==> src/rtl/uart_rx_ctrl.sv <==
// UART receive controller: frames start/data/parity/stop bits from an oversampled line
// and reports the received word together with parity, stop and start-glitch status.
module uart_rx_ctrl #(
    parameter int DATA_WIDTH = 8
) (
    input  logic                  CLK,
    input  logic                  RST,
    input  logic                  RX_IN,
    input  logic [5:0]            Prescale,
    input  logic                  PAR_EN,
    input  logic                  PAR_TYP,
    input  logic                  Sampled_Bit,
    output logic                  Data_samp_en,
    output logic [5:0]            edge_count,
    output logic [DATA_WIDTH-1:0] P_DATA,
    output logic                  Data_Valid,
    output logic                  Par_err,
    output logic                  Stp_err,
    output logic                  Strt_glitch
);

    localparam int BCW = $clog2(DATA_WIDTH + 1);

    typedef enum logic [2:0] {
        IDLE   = 3'd0,
        START  = 3'd1,
        DATA   = 3'd2,
        PARITY = 3'd3,
        STOP   = 3'd4
    } state_t;

    state_t                  state_r;
    logic [5:0]              prescale_l_r;
    logic                    par_en_l_r;
    logic                    par_typ_l_r;
    logic                    par_fail_r;
    logic [BCW-1:0]          bit_count_r;
    logic [DATA_WIDTH-1:0]   shift_r;
    logic [5:0]              prescale_sel_s;
    logic                    bit_end_s;

    // Expected parity bit: even parity is the XOR of the data, odd parity its inverse.
    function automatic logic parity_bit(input logic [DATA_WIDTH-1:0] data, input logic odd);
        return (^data) ^ odd;
    endfunction

    // Legalise the requested oversampling ratio; anything unsupported falls back to 8.
    always_comb begin
        prescale_sel_s = 6'd8;
        case (Prescale)
            6'd8:    prescale_sel_s = 6'd8;
            6'd16:   prescale_sel_s = 6'd16;
            6'd32:   prescale_sel_s = 6'd32;
            default: prescale_sel_s = 6'd8;
        endcase
    end

    // Last oversample of the current bit.
    always_comb begin
        if (edge_count == (prescale_l_r - 6'd1)) begin
            bit_end_s = 1'b1;
        end else begin
            bit_end_s = 1'b0;
        end
    end

    // Frame FSM with all status and data outputs registered.
    always_ff @(posedge CLK or negedge RST) begin
        if (!RST) begin
            state_r      <= IDLE;
            prescale_l_r <= 6'd8;
            par_en_l_r   <= 1'b0;
            par_typ_l_r  <= 1'b0;
            par_fail_r   <= 1'b0;
            bit_count_r  <= '0;
            shift_r      <= '0;
            Data_samp_en <= 1'b0;
            edge_count   <= 6'd0;
            P_DATA       <= '0;
            Data_Valid   <= 1'b0;
            Par_err      <= 1'b0;
            Stp_err      <= 1'b0;
            Strt_glitch  <= 1'b0;
        end else begin
            Data_Valid  <= 1'b0;
            Strt_glitch <= 1'b0;
            if (state_r != IDLE) begin
                if (bit_end_s) begin
                    edge_count <= 6'd0;
                end else begin
                    edge_count <= edge_count + 6'd1;
                end
            end else begin
                edge_count <= 6'd0;
            end

            case (state_r)
                IDLE: begin
                    if (!RX_IN) begin
                        state_r      <= START;
                        Data_samp_en <= 1'b1;
                        bit_count_r  <= '0;
                        par_fail_r   <= 1'b0;
                        prescale_l_r <= prescale_sel_s;
                        par_en_l_r   <= PAR_EN;
                        par_typ_l_r  <= PAR_TYP;
                    end else begin
                        Data_samp_en <= 1'b0;
                    end
                end
                START: begin
                    if (bit_end_s) begin
                        if (Sampled_Bit) begin
                            state_r      <= IDLE;
                            Data_samp_en <= 1'b0;
                            Strt_glitch  <= 1'b1;
                        end else begin
                            state_r     <= DATA;
                            bit_count_r <= '0;
                        end
                    end else begin
                        state_r <= START;
                    end
                end
                DATA: begin
                    if (bit_end_s) begin
                        // LSB arrives first, so new bits enter at the top and walk down.
                        shift_r     <= {Sampled_Bit, shift_r[DATA_WIDTH-1:1]};
                        bit_count_r <= bit_count_r + BCW'(1);
                        if (bit_count_r == BCW'(DATA_WIDTH - 1)) begin
                            if (par_en_l_r) begin
                                state_r <= PARITY;
                            end else begin
                                state_r <= STOP;
                            end
                        end else begin
                            state_r <= DATA;
                        end
                    end else begin
                        state_r <= DATA;
                    end
                end
                PARITY: begin
                    if (bit_end_s) begin
                        par_fail_r <= (Sampled_Bit != parity_bit(shift_r, par_typ_l_r));
                        state_r    <= STOP;
                    end else begin
                        state_r <= PARITY;
                    end
                end
                STOP: begin
                    if (bit_end_s) begin
                        Stp_err      <= ~Sampled_Bit;
                        Par_err      <= par_fail_r;
                        state_r      <= IDLE;
                        Data_samp_en <= 1'b0;
                        if (!par_fail_r && Sampled_Bit) begin
                            P_DATA     <= shift_r;
                            Data_Valid <= 1'b1;
                        end else begin
                            P_DATA <= P_DATA;
                        end
                    end else begin
                        state_r <= STOP;
                    end
                end
                default: begin
                    state_r      <= IDLE;
                    Data_samp_en <= 1'b0;
                    edge_count   <= 6'd0;
                end
            endcase
        end
    end

endmodule

==> config.mk <==
export PLATFORM = sky130hd
export DESIGN_NAME = uart_rx_ctrl
export DESIGN_NICKNAME = d
export VERILOG_FILES = /design/src/rtl/uart_rx_ctrl.sv
export SDC_FILE = /design/constraint.sdc
export NUM_CORES = 1
export LEC_CHECK = 0
export ABC_AREA = 1
export BUFFER_PORTS_ARGS = -buffer_cell sky130_fd_sc_hd__buf_2
export CORE_UTILIZATION = 55
export DETAILED_ROUTE_END_ITERATION = 16
export HOLD_SLACK_MARGIN = 0.15
export PLACE_DENSITY = 0.88
export SETUP_SLACK_MARGIN = 0.4
export SYNTH_ARGS = -nofsm -noshare
export SYNTH_HDL_FRONTEND = slang
export SYNTH_SLANG_ARGS = --single-unit
export TNS_END_PERCENT = 5
==> constraint.sdc <==
create_clock -name CLK -period 2.3 [get_ports CLK]
set_input_delay 0.23 -clock CLK [delete_from_list [all_inputs] [get_ports CLK]]
set_output_delay 0.23 -clock CLK [all_outputs]
set_load 0.05 [all_outputs]
==> flow_summary.json, run 1 <==
{
  "outcome": "finished, final reports clean",
  "synth_area_sq_um": 2110,
  "synth_compound_area_share_pct": 7.04,
  "finalCriticalPeriod_ps": 1870,
  "multiInputGateArea_sq_um": 1030,
  "area_growth_pct": 19.8,
  "endpoint_kind": "flop",
  "start_util_pct": 57.8,
  "intPower_uw": 1290,
  "ir_worst_vdd_v": 0.000471,
  "cts_inserted_buffers": 5,
  "rsz0062_at_grt": "no",
  "antenna_found_initial": 0,
  "synth.area.mux_share_pct": 0,
  "grt-ovfl-total": 0,
  "synth_commonest_cells": "102 x nand2_1, 39 x dfrtp_1, 29 x inv_1, 24 x nor2_1, 13 x nand3_1",
  "whs_ps": 261,
  "synth_fp_nets": 283,
  "dieArea_sq_um": 4100,
  "ys_types": 32,
  "gp_congestion": 0.858,
  "p_leak_uw": 0.00134,
  "grt_max_degree": 41,
  "grt.busiest_layer": "met2",
  "vias": 1973,
  "cts_tree": "built",
  "finalMaxSlewViolations": 0,
  "antenna_cells": 0,
  "cp_max_fo": 4,
  "synth_largest_area_cell": "dfrtp_1",
  "synth_area_leaders": "dfrtp_1 46%, nand2_1 18%, inv_1 5.1%",
  "die_w_microns": 64.0,
  "postSynthCellCount": 268,
  "synthAdderAreaFrac_pct": 1.78,
  "switchingPower_uw": 892,
  "startpoint_type": "flop",
  "switching_share_pct": 40.9,
  "cellPowerDensity_nw_per_um2": 862,
  "drtIter0Drc": 218,
  "synth-simple-area-share_pct": 34.4,
  "wl_per_cell_microns": 14.4,
  "wl_mm": 5.20,
  "clockPowerShare_pct": 21.7,
  "fin_crit_sh_pct": 81.3,
  "setup-tns-final_ps": 0,
  "grt_pass1_wl_mm": 7.98,
  "worstPathRequired_ps": 2470,
  "yosys_warnings": 0,
  "r2r_slack_ps": 430,
  "drt-vias-per-instance": 5.48,
  "post-dp-hpwl_mm": 3.22,
  "worst_pin_slew_ps": 867,
  "drive_gt1_share_pct": 22.4,
  "use_met3_pct": 6.79,
  "grt_util_met1_pct": 30.7,
  "port-buffer-count": 30,
  "synth_top_area_share_pct": 46.2,
  "synth_edf_count": 0,
  "grt_pass1_vias": 1823,
  "numClockSinks": 40,
  "drc_errors": 0,
  "pre_cts_ws_ps": 290,
  "yosysMostFrequentCell": "nand2_1",
  "finalHoldViolCount": 0,
  "grt_use_total_pct": 25.8,
  "fmax_ghz": 0.535,
  "fillers": 269,
  "finalSetupViolations": 0,
  "power_frac_comb_pct": 37.0,
  "synth.yosys.seq_area_share_pct": 47.4,
  "synthFlopType": "dfrtp_1",
  "worstSkewPairLatency_ps": 290,
  "grt_use_met2_pct": 42.8,
  "seqCellArea_sq_um": 1000,
  "final_cells": 360,
  "die_y_microns": 64.0,
  "clock-root-buffer": "clkbuf_8",
  "num_rows": 22,
  "synth.ff_latch_count": 40,
  "ioPinCount": 31,
  "synthArstFlopShare_pct": 100,
  "final_nets": 326,
  "syn_area_per_cell_sq_um": 7.89,
  "synth_xor_area_share_pct": 2.07,
  "dp.cells": 343,
  "synth_top_family_by_area": "simple AND/OR/NAND/NOR gates",
  "clk_pin_slew_ps": 70,
  "seqPwrFrac_pct": 41.3,
  "cts_buffer_depth": 2,
  "core-area_sq_um": 3660,
  "max-slew-margin-rel_pct": 42.2,
  "drtAntennaViolNets": 0,
  "path_class": "reg -> reg",
  "fin_ws_ps": 431,
  "cp.arrival_ps": 2040,
  "htreeDepth": 2,
  "first_pass_iters": 5,
  "hp-class": "in -> reg",
  "cap_violations": 0,
  "fin_worst_skew_ps": 5.65
}
[flip-flops by register name, indices dropped and copies added (netlist names)]
signal	count
par_en_l_r	1
Data_samp_en	1
Stp_err	1
Par_err	1
Strt_glitch	1
par_typ_l_r	1
par_fail_r	1
shift_r	8
P_DATA	8
Data_Valid	1
edge_count	6
state_r	3
prescale_l_r	3
bit_count_r	4
[critical path, cell delays in order (launching register included)]
cell     delay (ps)
dfstp_2         540
inv_1            90
ha_4            260
xnor2_2         200
nor2_4           80
buf_4           140
nand2_2          90
nor2_1           60
a21oi_1         170
o21ai_0         110
[through the flow]
stage | util (%) | area, sq um | total power (uW)
floorplan | - | 2110 | 1420
global placement | 62.7 | 2290 | 1560
detailed placement | 62.7 | 2290 | 1600
CTS | 66.2 | 2420 | 2090
global route | 69.2 | 2530 | 2320
finish | 69.2 | 2530 | 2180
[routing by layer]
metal	vias to the layer above	wire (microns)
li1	940	-
met1	911	2050
met2	102	2610
met3	20	342
met4	0	195
met5	-	0
[final timing paths]
path                                 start               to  cells after the start
max                        prescale_l_r[3]       state_r[2]                      9
min                            Prescale[5]  prescale_l_r[3]                      3
max reg2reg                prescale_l_r[3]       state_r[2]                      9
min reg2reg                      P_DATA[2]        P_DATA[2]                      2
max in group asynchronous              RST       par_en_l_r                      2
min in group asynchronous              RST        P_DATA[1]                      2
[placed cells by master, fill, tap and decap left out, types with 2 or more instances in the layout]
| master | netlist | final |
|---|---|---|
| o21ai_0 | 5 | 4 |
| dlygate4sd3_1 | 0 | 3 |
| inv_2 | 2 | 2 |
| o21ai_1 | 3 | 4 |
| buf_2 | 0 | 30 |
| clkbuf_1 | 0 | 2 |
| nand4_1 | 9 | 9 |
| dfrtp_1 | 39 | 39 |
| nand2_1 | 102 | 100 |
| nor2_1 | 24 | 24 |
| buf_4 | 1 | 3 |
| ha_1 | 3 | 2 |
| nand2_2 | 1 | 3 |
| clkbuf_8 | 0 | 6 |
| xor2_1 | 2 | 2 |
| o22ai_1 | 2 | 2 |
| nor3_1 | 2 | 2 |
| nand3_1 | 13 | 13 |
| nand4_4 | 1 | 2 |
| inv_1 | 29 | 29 |
| xnor2_1 | 3 | 2 |
| o21ai_2 | 9 | 9 |
| nand2_4 | 1 | 2 |
| or2_2 | 3 | 3 |
[power by group through the flow]
stage	Combinational, uW	Sequential (uW)	Clock (uW)
floorplan	414	1010	0
global placement	663	895	0
detailed placement	692	904	0
CTS	717	894	478
global route	889	910	516
finish	808	902	475
[area by class of cell]
type / count / share of cell area, %
Multi-Input combinational cell: 195 / 40.5
Sequential cell: 40 / 39.6
Timing Repair Buffer: 37 / 8.79
Inverter: 32 / 5.23
Clock buffer: 8 / 3.56
Tap cell: 48 / 2.37
[logic make-up (layout without fill, tap and decap cells)]
group	Yosys count	after routing
AND/OR/NAND/NOR	163	165
AO/OA/AOI/OAI	22	22
buffers and inverters	35	77
flip-flops	40	40
adder cells (fa/ha/maj)	3	3
XOR/XNOR	5	5
[timing repair]
action / CTS / global route
resized for setup: 1 / 10
gates cloned: 0 / 2
hold endpoints to repair: 41 / 0
pin swaps: 0 / 2
endpoints found under the setup margin: 11 / 24
hold buffers: 3 / 0
setup buffers: 0 / 4
No activity file was read; power rests on OpenSTA's default activity.
==> run 2, diff against run 1 <==
==> constraint.sdc (replaced) <==
create_clock -name CLK -period 1.77 [get_ports CLK]
set_input_delay 0.177 -clock CLK [delete_from_list [all_inputs] [get_ports CLK]]
set_output_delay 0.177 -clock CLK [all_outputs]
set_load 0.05 [all_outputs]
==> run 2 against run 1 <==
  * The flow now finishes with violations (negative setup slack)
  * Via count down 0.30%
  * Worst setup slack lost 430 ps
  * Count of clock-buffer cells in the layout decreased by 2
  * Non-clock buffer count increased by 4
  * Cell area is 5.8% higher
  * Global-route usage is 1.1 points higher
  * Combinational power up 36%
  * Critical endpoint is now shift_r[1]
  * Highest routed layer unchanged
==> flow_summary.json, run 2 (same netlist as run 1, synthesis figures left out) <==
{
  "outcome": "complete, but fails checks",
  "violations": "negative setup slack",
  "cp_max_fo": 8,
  "fin_crit_sh_pct": 100,
  "cp_slowest_cell": "dfstp_2",
  "startpoint_type": "flop",
  "start_util_pct": 57.8,
  "cts_inserted_buffers": 5,
  "utilization_pct": 73.2,
  "mostFrequentLayoutCells": "91 x nand2_1, 37 x dfrtp_1, 30 x buf_2",
  "antenna_found_initial": 0,
  "drtIter0Drc": 127,
  "worst_pin_slew_ps": 497,
  "fmax_ghz": 0.564,
  "worstSkewPairLatency_ps": 300,
  "wl_mm": 4.86,
  "switching_share_pct": 39.1,
  "area_growth_pct": 26.8,
  "dieArea_sq_um": 4100,
  "grt_max_degree": 22,
  "grt_pass1_wl_mm": 8.47,
  "cap_violations": 0,
  "antenna_cells": 0,
  "intPower_uw": 1830,
  "max-slew-margin-rel_pct": 66.9,
  "cellPowerDensity_nw_per_um2": 1120,
  "path_cells": "inv_2, ha_4, xnor2_4, nor2_4, buf_12, nand3_4, buf_12, nand2_2, o21ai_2",
  "layout_commonest_cell": "nand2_1",
  "finalCriticalPeriod_ps": 1770,
  "first_pass_iters": 4,
  "drtAntennaViolNets": 0,
  "port-buffer-count": 30,
  "rsz0062_at_grt": "yes",
  "ir_worst_vdd_v": 0.000662,
  "cp.arrival_ps": 1960,
  "fin_worst_skew_ps": 3.84,
  "reg.largest.list": "P_DATA: 8 flops, shift_r: 8 flops, edge_count: 6 flops",
  "drive_gt1_share_pct": 29.1,
  "fin_ws_ps": -2.10,
  "wl_per_cell_microns": 13.3,
  "worstPathRequired_ps": 1960,
  "post-dp-hpwl_mm": 3.20,
  "htreeDepth": 2,
  "finalSetupViolations": 1,
  "die_y_microns": 64.0,
  "drc_errors": 0,
  "cts_buffer_depth": 2,
  "drt-vias-per-instance": 5.40,
  "grt_pass1_vias": 1900,
  "core-area_sq_um": 3660,
  "num_rows": 22,
  "grt_use_total_pct": 26.9,
  "p_leak_uw": 0.00139,
  "hp-class": "in -> reg",
  "clk_pin_slew_ps": 70,
  "final_nets": 330,
  "numClockSinks": 40,
  "endpoint_kind": "flop",
  "finalMaxSlewViolations": 0,
  "clock-root-buffer": "clkbuf_8",
  "grt-ovfl-total": 0,
  "power_frac_comb_pct": 36.5,
  "die_w_microns": 64.0,
  "vias": 1967,
  "cp_common_cell": "buf_12",
  "clockPowerShare_pct": 24.4,
  "slowest_delay_ps": 550,
  "seqPwrFrac_pct": 39.0,
  "path_class": "reg -> reg",
  "finalHoldViolCount": 0,
  "switchingPower_uw": 1180,
  "gp_congestion": 0.805,
  "cts_tree": "built",
  "ioPinCount": 31,
  "whs_ps": 201
}
## run 2: cell count changes in the layout (fill, tap and decap cells not counted), sizes merged
cell / change
buf: +4
bufinv: +1
clkbuf: -2
clkinv: +1
## run 2: critical path, delay by kind of cell (launching register included)
kind	cells	cell delay [ps]
xor gates and xnor gates	1	130
adders and majority gates	1	230
AOI/OAI and AO/OA	1	50
DFF	1	550
and+or+nand+nor	3	330
buffers and inverters	3	370
## run 2: power groups by stage
stage                     logic, uW  registers (uW)  clock network, uW
final                          1100            1180                736
after global routing           1200            1190                786
after CTS                      1050            1170                741
after global placement          927            1170                  0
after detailed placement        961            1180                  0
after floorplan                 593            1310                  0
## run 2: metal layers
layer / global-route usage, % / routed length (microns)
met2: 46.7 / 2490
met3: 4.11 / 273
met5: 0 / 0
met1: 33.6 / 2040
met4: 9.94 / 61
## run 2: final cells by class
class	instances	area, sq um
multi-input cells	195	1080
well taps	48	60.1
flip-flops and latches	40	1000
clock buffers	6	72.6
fillers	251	980
inverters	32	133
clock inverters	2	35.0
repair buffers	41	298
## run 2: final timing paths
check / slack (ps) / cells past startpoint / start / endpoint
min in group asynchronous: 380 / 2 / RST / P_DATA[1]
max: -2 / 9 / prescale_l_r[3] / shift_r[1]
min reg2reg: 470 / 1 / edge_count[0] / edge_count[0]
min: 200 / 4 / Prescale[5] / prescale_l_r[4]
max reg2reg: -2 / 9 / prescale_l_r[3] / shift_r[1]
max in group asynchronous: 900 / 3 / RST / edge_count[0]
## run 2: what timing repair did
| item | in CTS | in global routing |
|---|---|---|
| hold buffers | 3 | 0 |
| hold endpoints to repair | 21 | 0 |
| gates cloned | 3 | 0 |
| resized for setup | 15 | 8 |
| buffers inserted | 5 | 0 |
| endpoints found under the setup margin | 37 | 38 |
| pin swaps | 4 | 1 |
## run 2: metrics by stage
| stage | instances | setup TNS [ps] | area [sq um] | total power [uW] | setup slack [ps] |
|---|---|---|---|---|---|
| 2_1_floorplan | 268 | 0 | 2150 | 1910 | 108 |
| 3_3_place_gp | 345 | 0 | 2370 | 2100 | 44.2 |
| 3_5_place_dp | 345 | -350 | 2370 | 2140 | -60.9 |
| 4_1_cts | 364 | 0 | 2660 | 2960 | 5.92 |
| 5_1_grt | 364 | -839 | 2680 | 3180 | -76.7 |
| 6_report | 364 | -2.10 | 2680 | 3010 | -2.10 |
==> run 3, diff against run 2 <==
--- a/config.mk
+++ b/config.mk
@@ -5,12 +5,11 @@
 export SDC_FILE = /design/constraint.sdc
 export NUM_CORES = 1
 export LEC_CHECK = 0
-export ABC_AREA = 1
 export BUFFER_PORTS_ARGS = -buffer_cell sky130_fd_sc_hd__buf_2
-export CORE_UTILIZATION = 55
+export CORE_UTILIZATION = 50
 export DETAILED_ROUTE_END_ITERATION = 16
 export HOLD_SLACK_MARGIN = 0.15
-export PLACE_DENSITY = 0.88
+export PLACE_DENSITY = 0.83
 export SETUP_SLACK_MARGIN = 0.4
 export SYNTH_ARGS = -nofsm -noshare
 export SYNTH_HDL_FRONTEND = slang
==> run 3 against run 2 <==
  * The run still ends with negative setup slack left
  * Routed wire length fell by 17%
  * Worst hold slack lost 9.4 ps
  * Utilization fell by 1.8 points
  * Worst setup slack worse by 330 ps
  * First-iteration DRC count is 69% lower
  * Sequential power is 10% higher
  * Final cell count down 27%
  * Flip-flop and latch count unchanged
  * Cell area is 7.7% lower
  * Critical path type unchanged
  * Largest cell class is now flip-flops and latches
  * Largest power group is now combinational logic
==> flow_summary.json, run 3 <==
{
  "drive_gt1_share_pct": 42.7,
  "yosys_warnings": 0,
  "first_pass_iters": 4,
  "antenna_cells": 0,
  "fin_worst_skew_ps": 8.67,
  "area_growth_pct": 30.7,
  "grt-ovfl-total": 0,
  "grt_max_degree": 16,
  "grt_pass1_wl_mm": 7.15,
  "wl_per_cell_microns": 15.2,
  "pre_cts_ws_ps": -380,
  "die_y_microns": 63.6,
  "drc_errors": 0,
  "post-dp-hpwl_mm": 2.91,
  "ioPinCount": 31,
  "synth_area_sq_um": 1890,
  "placed_cell_area_sq_um": 2240,
  "mostFrequentLayoutCells": "36 x dfrtp_1, 30 x buf_2, 21 x buf_4",
  "ir_worst_vdd_v": 0.000654,
  "core-area_sq_um": 3470,
  "yosysMostFrequentCell": "dfrtp_1",
  "outcome": "complete, but fails checks",
  "synthFlopType": "dfrtp_1",
  "synth.ff_latch_count": 40,
  "final_nets": 232,
  "max-slew-margin-rel_pct": 70.2,
  "synth.area.mux_share_pct": 11.8,
  "numClockSinks": 40,
  "port-buffer-count": 30,
  "endpoint_kind": "flop",
  "cellPowerDensity_nw_per_um2": 1420,
  "reg2reg_from": "prescale_l_r[3]",
  "die_w_microns": 63.6,
  "drt-vias-per-instance": 5.24,
  "drtAntennaViolNets": 0,
  "finalCriticalPeriod_ps": 2100,
  "synth_area_leaders": "dfrtp_1 52%, mux2_2 11%, xnor2_1 5.5%",
  "fin_ws_ps": -333,
  "fillers": 246,
  "synth_commonest_cells": "39 x dfrtp_1, 19 x mux2_2, 12 x xnor2_1, 10 x inv_1, 10 x nor2_1",
  "synth_edf_count": 0,
  "reg.largest.list": "P_DATA: 8 flops, shift_r: 8 flops, edge_count: 6 flops",
  "wl_mm": 4.02,
  "htreeDepth": 2,
  "p_leak_uw": 0.00126,
  "syn_area_per_cell_sq_um": 12.0,
  "antenna_found_initial": 0,
  "start_util_pct": 54.6,
  "path_class": "reg -> reg",
  "cts_tree": "built",
  "rsz0062_at_grt": "yes",
  "worstSkewPairLatency_ps": 290,
  "synth_compound_area_share_pct": 6.87,
  "worstPathRequired_ps": 1940,
  "r2r_slack_ps": -330,
  "setup-tns-final_ps": -5380,
  "cp.arrival_ps": 2280,
  "synth_top_family_by_area": "simple AND/OR/NAND/NOR gates",
  "finalHoldViolCount": 0,
  "synth_xor_area_share_pct": 9.84,
  "startpoint_type": "flop",
  "synth_top_area_share_pct": 51.5,
  "hp-class": "in -> reg",
  "utilization_pct": 71.4,
  "synth-simple-area-share_pct": 13.8,
  "ff2ff_path_depth": 7,
  "power_uw": 3520,
  "synth.yosys.seq_area_share_pct": 52.9,
  "finalMaxSlewViolations": 0,
  "cap_violations": 0,
  "crit_start": "prescale_l_r[3]",
  "critPathCapture": "P_DATA[3]",
  "synth_fp_nets": 173,
  "drtIter0Drc": 39,
  "grt_use_total_pct": 23.7,
  "clk_pin_slew_ps": 70,
  "cts_buffer_depth": 2,
  "r2r_end": "P_DATA[3]",
  "worst_pin_slew_ps": 443,
  "ys_types": 35,
  "grt_pass1_vias": 1504,
  "finalSetupViolations": 29,
  "cts_inserted_buffers": 5,
  "fin_crit_sh_pct": 119,
  "gp_congestion": 0.830,
  "dieArea_sq_um": 4040,
  "fmax_ghz": 0.476,
  "clock-root-buffer": "clkbuf_8",
  "postSynthCellCount": 158,
  "synthArstFlopShare_pct": 100,
  "cp_max_fo": 4,
  "num_rows": 21,
  "fin_area_sq_um": 2480,
  "synth_largest_area_cell": "dfrtp_1",
  "vias": 1383,
  "synthAdderAreaFrac_pct": 1.98,
  "violations": "negative setup slack",
  "layout_commonest_cell": "dfrtp_1"
}
==> run 3: cells by family (layout without fill, tap and decap cells) <==
logic type | after synthesis | in the layout
xor+xnor | 18 | 18
flops | 40 | 40
buf+inv | 14 | 74
simple gates | 43 | 43
compound gates | 20 | 20
fa+ha+maj | 3 | 3
mux | 20 | 20
==> run 3: metal layers <==
layer / up-vias / wire, microns / global-route usage, %
met5: - / 0 / 0
met4: 0 / 117 / 11.4
met3: 12 / 130 / 4.71
met2: 32 / 2140 / 41.4
met1: 671 / 1630 / 27.5
li1: 668 / - / -
==> run 3: power by group <==
| group | total (uW) | switching (uW) | internal [uW] |
|---|---|---|---|
| clock | 565 | 289 | 276 |
| sequential | 1300 | 167 | 1130 |
| combinational | 1650 | 910 | 742 |
| total | 3520 | 1370 | 2150 |
==> run 3: final cells by class <==
cell class	instances	area [sq um]	share of cell area (%)
clock buffers	7	76.3	3.08
clock inverters	1	5.00	0.202
inverters	10	37.5	1.52
multi-input cells	104	930	37.5
flip-flops and latches	40	1010	40.6
well taps	46	57.6	2.32
repair buffers	56	364	14.7
==> run 3: per-stage QoR <==
stage               hold slack [ps]  cells
finish                          191    264
global route                    216    264
CTS                             178    263
detailed placement             95.8    250
global placement               79.0    250
floorplan                      -119    158
==> run 3: timing repair <==
action,in CTS,in global routing
pin swaps,7,0
cloned,1,0
endpoints found under the setup margin,37,37
setup buffers,1,1
gates resized for setup,21,2
hold endpoints to repair,42,0
hold buffers,3,0
==> run 3: worst min path at each step <==
| stage | from | to | depth (start not counted) | slack [ps] |
|---|---|---|---|---|
| floorplan | RST | Data_Valid | 0 | -120 |
| CTS | Prescale[4] | prescale_l_r[4] | 3 | 180 |
| detailed placement | RST | prescale_l_r[5] | 1 | 100 |
| global route | Prescale[4] | prescale_l_r[4] | 3 | 220 |
| finish | Prescale[5] | prescale_l_r[3] | 4 | 190 |
| global placement | RST | prescale_l_r[5] | 1 | 80 |
==> run 3: worst max-delay path, cell delays in order (launching register included) <==
cell,delay [ps]
dfstp_2,540
inv_2,40
ha_4,220
xnor2_4,130
nor4_4,240
nor4b_4,300
buf_4,210
mux2_4,300
